### src/rtl/serializer_buf.sv
// Buffered parallel-to-serial converter: DEPTH-word FIFO feeding a gapless bit shifter.
// First serial bit two cycles after acceptance; data_rdy_o drops only while the FIFO is full.

module serializer_buf_fifo #(
    parameter int W     = 8,
    parameter int DEPTH = 4
) (
    input  logic                    clk,
    input  logic                    srst,
    input  logic                    push,
    input  logic [W-1:0]            wdat,
    input  logic                    pop,
    output logic [W-1:0]            rdat,
    output logic [$clog2(DEPTH):0]  count
);
    localparam int PW = $clog2(DEPTH);

    logic [W-1:0]  mem [DEPTH];
    logic [PW-1:0] wr_ptr;
    logic [PW-1:0] rd_ptr;

    // Storage is not reset; only pointers and occupancy define what is valid.
    always_ff @(posedge clk) begin
        if (push) begin
            mem[wr_ptr] <= wdat;
        end
    end

    always_ff @(posedge clk) begin
        if (srst) begin
            wr_ptr <= '0;
            rd_ptr <= '0;
            count  <= '0;
        end else begin
            if (push) wr_ptr <= wr_ptr + 1'b1;
            if (pop)  rd_ptr <= rd_ptr + 1'b1;
            case ({push, pop})
                2'b10:   count <= count + 1'b1;
                2'b01:   count <= count - 1'b1;
                default: count <= count;
            endcase
        end
    end

    assign rdat = mem[rd_ptr];
endmodule

module serializer_buf #(
    parameter int WIDTH   = 16,
    parameter int DEPTH   = 4,
    parameter int MIN_MOD = 1
) (
    input  logic                     clk_i,
    input  logic                     srst_i,
    input  logic [WIDTH-1:0]         data_i,
    input  logic [$clog2(WIDTH):0]   data_mod_i,
    input  logic                     data_msb_first_i,
    input  logic                     data_val_i,
    output logic                     data_rdy_o,
    output logic                     ser_data_o,
    output logic                     ser_data_val_o,
    output logic                     busy_o,
    output logic                     err_o
);
    localparam int MW = $clog2(WIDTH) + 1;
    localparam int CW = $clog2(DEPTH) + 1;
    localparam int EW = WIDTH + MW + 1;

    localparam logic [MW-1:0] MOD_LO  = MW'(MIN_MOD);
    localparam logic [MW-1:0] MOD_HI  = MW'(WIDTH);
    localparam logic [CW-1:0] DEPTH_C = CW'(DEPTH);

    typedef enum logic {IDLE, SHIFT} state_t;

    state_t          state;
    state_t          state_nxt;
    logic [CW-1:0]   count;
    logic [CW-1:0]   count_nxt;
    logic            accept;
    logic            legal;
    logic            push;
    logic            pop;
    logic            last;
    logic [EW-1:0]   head;
    logic [WIDTH-1:0] head_word;
    logic [MW-1:0]   head_mod;
    logic            head_msb;
    logic [WIDTH-1:0] shreg;
    logic [MW-1:0]   bit_cnt;
    logic            msb_q;
    logic            busy_q;
    logic            err_q;

    assign legal  = (data_mod_i >= MOD_LO) && (data_mod_i <= MOD_HI);
    assign accept = data_val_i && data_rdy_o;
    assign push   = accept && legal;

    serializer_buf_fifo #(
        .W     (EW),
        .DEPTH (DEPTH)
    ) u_fifo (
        .clk   (clk_i),
        .srst  (srst_i),
        .push  (push),
        .wdat  ({data_msb_first_i, data_mod_i, data_i}),
        .pop   (pop),
        .rdat  (head),
        .count (count)
    );

    assign {head_msb, head_mod, head_word} = head;
    assign data_rdy_o = (count != DEPTH_C);

    // A new word is loaded either from idle or on the last bit of the current one.
    assign last = (state == SHIFT) && (bit_cnt == MW'(1));
    assign pop  = (count != '0) && ((state == IDLE) || last);
    assign count_nxt = count + CW'(push) - CW'(pop);

    always_ff @(posedge clk_i) begin
        if (srst_i) begin
            state <= IDLE;
        end else begin
            state <= state_nxt;
        end
    end

    always_comb begin
        state_nxt = state;
        case (state)
            IDLE:    if (pop) state_nxt = SHIFT;
            SHIFT:   if (last && !pop) state_nxt = IDLE;
            default: state_nxt = IDLE;
        endcase
    end

    always_comb begin
        ser_data_val_o = (state == SHIFT);
        ser_data_o     = ser_data_val_o && (msb_q ? shreg[WIDTH-1] : shreg[0]);
    end

    always_ff @(posedge clk_i) begin
        if (srst_i) begin
            shreg   <= '0;
            bit_cnt <= '0;
            msb_q   <= 1'b0;
        end else if (pop) begin
            shreg   <= head_word;
            bit_cnt <= head_mod;
            msb_q   <= head_msb;
        end else if (state == SHIFT) begin
            shreg   <= msb_q ? (shreg << 1) : (shreg >> 1);
            bit_cnt <= bit_cnt - 1'b1;
        end
    end

    // Busy is computed from next-cycle state so it falls together with ser_data_val_o.
    always_ff @(posedge clk_i) begin
        if (srst_i) begin
            busy_q <= 1'b0;
            err_q  <= 1'b0;
        end else begin
            busy_q <= (count_nxt != '0) || (state_nxt == SHIFT);
            err_q  <= accept && !legal;
        end
    end

    assign busy_o = busy_q;
    assign err_o  = err_q;
endmodule

### config.mk
export PLATFORM = sky130hd
export DESIGN_NAME = serializer_buf
export DESIGN_NICKNAME = d
export VERILOG_FILES = /design/src/rtl/serializer_buf.sv
export SDC_FILE = /design/constraint.sdc
export NUM_CORES = 1
export LEC_CHECK = 0
export CAP_MARGIN = 20
export CELL_PAD_IN_SITES_DETAIL_PLACEMENT = 1
export CELL_PAD_IN_SITES_GLOBAL_PLACEMENT = 1
export CORE_MARGIN = 2
export CORE_UTILIZATION = 45
export DETAILED_ROUTE_END_ITERATION = 10
export PLACE_DENSITY = 0.74
export SLEW_MARGIN = 15
export SYNTH_ARGS = -nofsm -noshare
export SYNTH_HDL_FRONTEND = slang
export SYNTH_SLANG_ARGS = --single-unit
export TNS_END_PERCENT = 20
### constraint.sdc
create_clock -name clk_i -period 2.86 [get_ports clk_i]
set_input_delay 0.429 -clock clk_i [delete_from_list [all_inputs] [get_ports clk_i]]
set_output_delay 0.429 -clock clk_i [all_outputs]
set_load 0.1 [all_outputs]
; Word-level counts from Yosys, hierarchy flattened
; Memories as Yosys holds them, arrays and structs flattened. A register that Yosys moved wholly into a read port is not among the register bits.
; Index checks and enable logic that the tools add are counted.
; Widths: inputs -> output; s select.
[totals]
register_bits = 32
latchBits = 0
ramBits = 88
romBits = 0
inputBits = 25
out_inout_bits = 5
word_cells = 54
n_memories = 1
[classes]
n_addsub = 7
n_mul = 0
div_mod_pow = 0
magnitude_cmp = 2
eq_ne = 4
shifts = 0
mux = 14
n_bitwise = 1
n_reduce_logical = 16
[mem_list]
columns = memory, words, word_bits, rd, rd_ports_with_merged_regs, wr, line_no
row1 = u_fifo.mem, 4, 22, 1, 1, 1, 18  ; logic [W-1:0] mem [DEPTH];
[op_table]
columns = operator, count
row1 = $mux 16, 3
row2 = $mux 5, 2
row3 = $logic_and 1x1->1, 8
row4 = $pmux 3 s2, 1
row5 = $reduce_bool 3->1, 2
row6 = $eq 5x1->1 const B, 1
row7 = $ge 5x1->1 const B, 1
row8 = $le 5x5->1 const B, 1
row9 = $mux 1, 5
row10 = $sub 5x1->5 const B, 1
row11 = $add 2x1->2 const B, 2
row12 = $mux 2, 2
row13 = $reduce_bool 2->1, 2
row14 = $add 3x1->3, 1
row15 = $add 3x1->3 const B, 1
row16 = $ne 3x3->1 const B, 1
row17 = $sub 3x1->3, 1
row18 = $sub 3x1->3 const B, 1
row19 = $eq 2x1->1 const B, 1
row20 = $eq 2x2->1 const B, 1
row21 = $logic_not 1->1, 2
row22 = $logic_or 1x1->1, 2
row23 = $pmux 1 s2, 1
row24 = $not 1->1, 1

; Logic depth before layout (Yosys ltp)
[logic_depth]
depth_word = 9
ltp_mapped = 11
depth_no_buf = 11

; Modules after synthesis
; Synthesis repeated with hierarchy kept, for this count alone.
[unflattened]
hier_cells = 328
hier_area_um2 = 5136.2
[modules_own_cells]
columns = module, instances, cells_each, area_each_um2
row1 = serializer_buf_fifo, 1, 159, 3601.0
row2 = serializer_buf, 1, 169, 1535.2

; Worst setup path before layout
; OpenSTA, ideal clock, no wires.
[synth_timing]
kind = reg2out
start = register state, in the netlist ser_data_val_o
end = output ser_data_o
arrival_ps = 2616
required_ps = 2431
setup_slack_ps = -185
path_stages_with_launch = 3
cell_sequence = dfxtp_1 inv_1 nor2_1
[synth_between]
elab_chain_cells = 1
[synth_lines]
columns = item, line_no
row1 = "start, declared", 75  ; state_t state;
row2 = "start signal, assigned", 123  ; state <= state_nxt;
row3 = $logic_and 1x1->1, 138  ; ser_data_o = ser_data_val_o && (msb_q ? shreg[WIDTH-1] : shreg[0]);
row4 = "end, declared", 60  ; output logic ser_data_o,
; Every way passes these cells.

; Final worst setup path
[layout_timing]
start = register bit_cnt[1]
end = register u_fifo.count[2]
[layout_between]
elab_chain_cells = 6
word_cells_on_any_way = 8
cone_classes = eq/ne (3) / mux (1) / reduce/logical (4)
[layout_lines]
columns = item, line_no
row1 = "start, declared", 89  ; logic [MW-1:0] bit_cnt;
row2 = "start signal, assigned", 148  ; bit_cnt <= head_mod;
row3 = "start signal, assigned", 152  ; bit_cnt <= bit_cnt - 1'b1;
row4 = $eq 5x1->1 *, 115  ; assign last = (state == SHIFT) && (bit_cnt == MW'(1));
row5 = $logic_and 1x1->1 *, 115
row6 = $logic_or 1x1->1 *, 116  ; assign pop = (count != '0) && ((state == IDLE) || last);
row7 = $logic_and 1x1->1 *, 116
row8 = named net pop, 82  ; logic pop;
row9 = $eq 2x1->1 / $eq 2x2->1 (equally long branches), 37  ; case ({push, pop})
row10 = $pmux 3 s2 / $reduce_bool 2->1 (equally long branches), --
row11 = "end signal, assigned", 38  ; 2'b10: count <= count + 1'b1;
row12 = "end signal, assigned", 39  ; 2'b01: count <= count - 1'b1;
row13 = "end signal, assigned", 40  ; default: count <= count;
row14 = "end, declared", 14  ; output logic [$clog2(DEPTH):0] count
; Mark *: on every way through the listed nets, which the timed path passes. The rest lies on a longest branch.
; A chain may end at the register's enable or synchronous reset.

==> results.md <==
* Worst-case register-to-register setup slack at 0.31 ns
* Clock tree sinks at 122
* Share of flip-flops with an asynchronous set or reset at 0
* Worst-Margin Slew at 1.05 ns
* Area share of the largest cell type after synthesis at 0.531
* Number of nets in the layout at 402
* Share of the clock period used by the worst path after layout at 0.891
* Top-Level Pins at 30
* Max-cap violations at 0
* Vias in the first global route at 3158
* Ordered cell list for the critical path: inv_1 -> ha_1 -> nor4b_2 -> o21ai_2 -> inv_1 -> ha_1 -> inv_1 -> fa_1 -> xor2_1 -> or3_1 -> a21oi_1
* Top cells by area in the synthesized netlist: sky130_fd_sc_hd__edfxtp_1 53%, sky130_fd_sc_hd__dfxtp_1 14%, sky130_fd_sc_hd__mux4_2 10%
* Overall die height at 109 um
* Number of synthesized register bits at 122
* Overall routed net length at 11.3 mm
* GRT Residual Overflow at 0
* CP peak stage delay at 0.41 ns
* Via density at 5.49
* Die Span X at 109 um
* Arrival time of data at the critical path endpoint at 3.00 ns
* Cell with the largest stage delay on the worst path: sky130_fd_sc_hd__nor4b_2
* Final period demand of the worst path at 2.55 ns
* Clock tree from TritonCTS: yes
* Result of the run: finished, final reports clean
* Part of the power in combinational logic at 0.256
* Placement row count at 38
* Share of total power in sequential cells at 0.394
* Type of destination of the critical path: flip-flop
* Number of filler cells placed in the layout at 965
* Type of the tightest min-delay check: reg2reg
* Most common cell after layout, fill and taps aside: sky130_fd_sc_hd__edfxtp_1
* Class of the most critical setup path: reg2reg
* Root Buffer: sky130_fd_sc_hd__clkbuf_8
* Cell Pwr Density at 965 nW/um^2
* Beginning of the critical path: bit_cnt[1]$_SDFFE_PP0P_
* CP endpoint: u_fifo.count[2]$_SDFFE_PP0P_
* Initial antenna violation count at 0
* Internal power component at 4050 uW
* Maximum number of pins on one net before global-route repair at 23
* Cts hold-fix bufs at 0
* Full die area at 11900 um^2
* Worst Path Required at 3.31 ns
* Startpoint Class: flip-flop
* # resized after CTS at 0
* Primary FF master, synth: sky130_fd_sc_hd__edfxtp_1
* Post-CTS clock slew at the launch and capture registers of the worst setup and hold paths at 0.06 ns
* Detailed placer's ending HPWL at 6.48 mm
* Number of DRC violations after detailed-routing iteration 0 at 130
* Final Hold Fails at 0
* Area delta synth->final at 23.7%
* Total iterations of the first detailed-routing run at 4
* Num CTS Buffers at 17
* Most numerous cell on the critical path: sky130_fd_sc_hd__inv_1
* Highest ir drop seen on vdd at 471 uV
* Largest delay share family, worst path: adder cells
* H-tree level count at 4
* Instance count on the critical path at 11
* Vias after detailed routing at 2849
* Worst reg2reg startpoint: bit_cnt[1]$_SDFFE_PP0P_
* Number of enable-type register cells in the synthesized netlist at 88
* Number of setup violations in the final report at 0
* Clock Latency Late Sink at 0.51 ns
* Clock Skews at 0.00533 ns
* Instance count of the mapped netlist at 310
* Sw Share at 0.318
* Maximum clock path buffer count at 2
* Placeable Area at 10800 um^2
* Core utilization of the finished layout at 0.570
* GRT Util Overall at 0.212
* Proportion of layout cells with a drive suffix above 1 at 0.227
* Number of max-slew violations in the final report at 0
* Pleak at 0.00213 uW
* Relative contribution of the clock network to total power at 0.350
* Cell taking the most area after synthesis: sky130_fd_sc_hd__edfxtp_1
* Post-route DRC violation count at 0
* Mean routed wirelength per cell at 21.7 um
* Number of antenna cells inserted at 0
* Buffers plus inverters on the worst setup path at 3
* Remaining antenna violation count after routing at 0
* Max FO, Critical Path at 4
* Maximum clock frequency at 0.392 GHz
* Seq/Total Area, Yosys at 0.668
* Psw at 1890 uW
* Max transition margin at 0.294
* Highest-count cells in the layout ignoring fill and taps: 88 x sky130_fd_sc_hd__edfxtp_1, 34 x sky130_fd_sc_hd__dfxtp_1, 24 x sky130_fd_sc_hd__nor2_1, 24 x sky130_fd_sc_hd__clkdlybuf4s50_1
* Effective utilization at floorplan at 0.461
* Cell Area, Synth at 4970 um^2
* Depth of the worst register-to-register path at 11
* Number of buffers inserted to repair setup after CTS at 0
* Worst hold slack at 0.502 ns
* Synthesized Nets at 346
* Capturing point of the worst reg2reg path: u_fifo.count[2]$_SDFFE_PP0P_
* Global-route wire length before repair at 17.8 mm
* Count of input and output buffers at 29
* Warning count from the yosys run at 0
* Placer congestion estimate at 0.759
* Average cell area after synthesis at 16.0 um^2
* Synth unique cells at 40
* Unrepaired setup endpoints after global routing: false
[layout make-up]
class	count	area, um^2	area share
Inverter	13	48.8	0.00793
Timing Repair Buffer	50	485	0.0789
Clock buffer	17	414	0.0673
Clock inverter	15	166	0.0270
Tap cell	140	175	0.0285
Multi-Input combinational cell	162	1540	0.250
Sequential cell	122	3320	0.540
[layer usage]
| layer | share of wire | vias to the layer above | GRT usage |
|---|---|---|---|
| li1 | - | 1324 | - |
| met1 | 0.43 | 1455 | 0.261 |
| met2 | 0.52 | 55 | 0.356 |
| met3 | 0.035 | 15 | 0.0669 |
| met4 | 0.018 | 0 | 0.0659 |
| met5 | 0 | - | 0 |
[registers in the layout, indices dropped and copies added (netlist names), named ones only]
signal	flops
bit_cnt	5
u_fifo.count	3
u_fifo.rd_ptr	2
busy_o	1
shreg	16
u_fifo.mem	88
msb_q	1
ser_data_val_o	1
err_o	1
u_fifo.wr_ptr	2
[how the worst min path moves through the flow]
stage | start | to | slack (ns) | cells after the start
2_1_floorplan | shreg[0]$_SDFFE_PP0P_ | shreg[0]$_SDFFE_PP0P_ | 0.47 | 2
3_3_place_gp | msb_q$_SDFFE_PP0N_ | msb_q$_SDFFE_PP0N_ | 0.49 | 2
3_5_place_dp | msb_q$_SDFFE_PP0N_ | msb_q$_SDFFE_PP0N_ | 0.50 | 2
4_1_cts | shreg[0]$_SDFFE_PP0P_ | shreg[0]$_SDFFE_PP0P_ | 0.51 | 2
5_1_grt | shreg[0]$_SDFFE_PP0P_ | shreg[0]$_SDFFE_PP0P_ | 0.52 | 2
6_report | shreg[0]$_SDFFE_PP0P_ | shreg[0]$_SDFFE_PP0P_ | 0.50 | 2
[cell usage after synthesis, types with 8 or more instances]
master                     instances
sky130_fd_sc_hd__a21oi_1          11
sky130_fd_sc_hd__a221o_1          14
sky130_fd_sc_hd__dfxtp_1          34
sky130_fd_sc_hd__edfxtp_1         88
sky130_fd_sc_hd__ha_1              9
sky130_fd_sc_hd__inv_1            13
sky130_fd_sc_hd__mux2i_1          18
sky130_fd_sc_hd__mux4_2           22
sky130_fd_sc_hd__nand2_1           8
sky130_fd_sc_hd__nor2_1           25
sky130_fd_sc_hd__xor2_1            9
[power by group through the flow]
stage / sequential (uW) / combinational (uW) / clock [uW]
after floorplan: 2400 / 1010 / 0
after global placement: 2340 / 1460 / 0
after detailed placement: 2370 / 1500 / 0
after CTS: 2340 / 1540 / 2120
after global routing: 2370 / 1670 / 2200
final: 2340 / 1520 / 2080
[cell families after synthesis]
kind of cell             after synthesis  synth area share
AO/OA/AOI/OAI                         42            0.0639
adder cells (fa/ha/maj)               11            0.0307
flip-flops                           122             0.668
AND/OR/NAND/NOR                       58            0.0594
XOR/XNOR                              11            0.0194
multiplexers                          40             0.136
buffers and inverters                 26            0.0226
[metrics by stage]
stage	power [uW]	setup WS, ns	cells	cell area [um^2]	setup TNS, ns
2_1_floorplan	3410	-0.0998	310	4980	-0.0998
4_1_cts	6000	0.296	519	6150	0
5_1_grt	6240	0.120	519	6150	0
3_5_place_dp	3870	-0.167	487	5570	-0.167
6_report	5940	0.310	519	6150	0
3_3_place_gp	3800	-0.0609	487	5570	-0.0609
[worst reg2reg max path, cell delays in order, from the launching register on]
cell and delay [ns]:
sky130_fd_sc_hd__dfxtp_1 0.32, sky130_fd_sc_hd__inv_1 0.10, sky130_fd_sc_hd__ha_1 0.16, sky130_fd_sc_hd__nor4b_2 0.41, sky130_fd_sc_hd__o21ai_2 0.10, sky130_fd_sc_hd__inv_1 0.15, sky130_fd_sc_hd__ha_1 0.20, sky130_fd_sc_hd__inv_1 0.06
sky130_fd_sc_hd__fa_1 0.37, sky130_fd_sc_hd__xor2_1 0.18, sky130_fd_sc_hd__or3_1 0.31, sky130_fd_sc_hd__a21oi_1 0.14
Power figures use the tool's default switching activity.
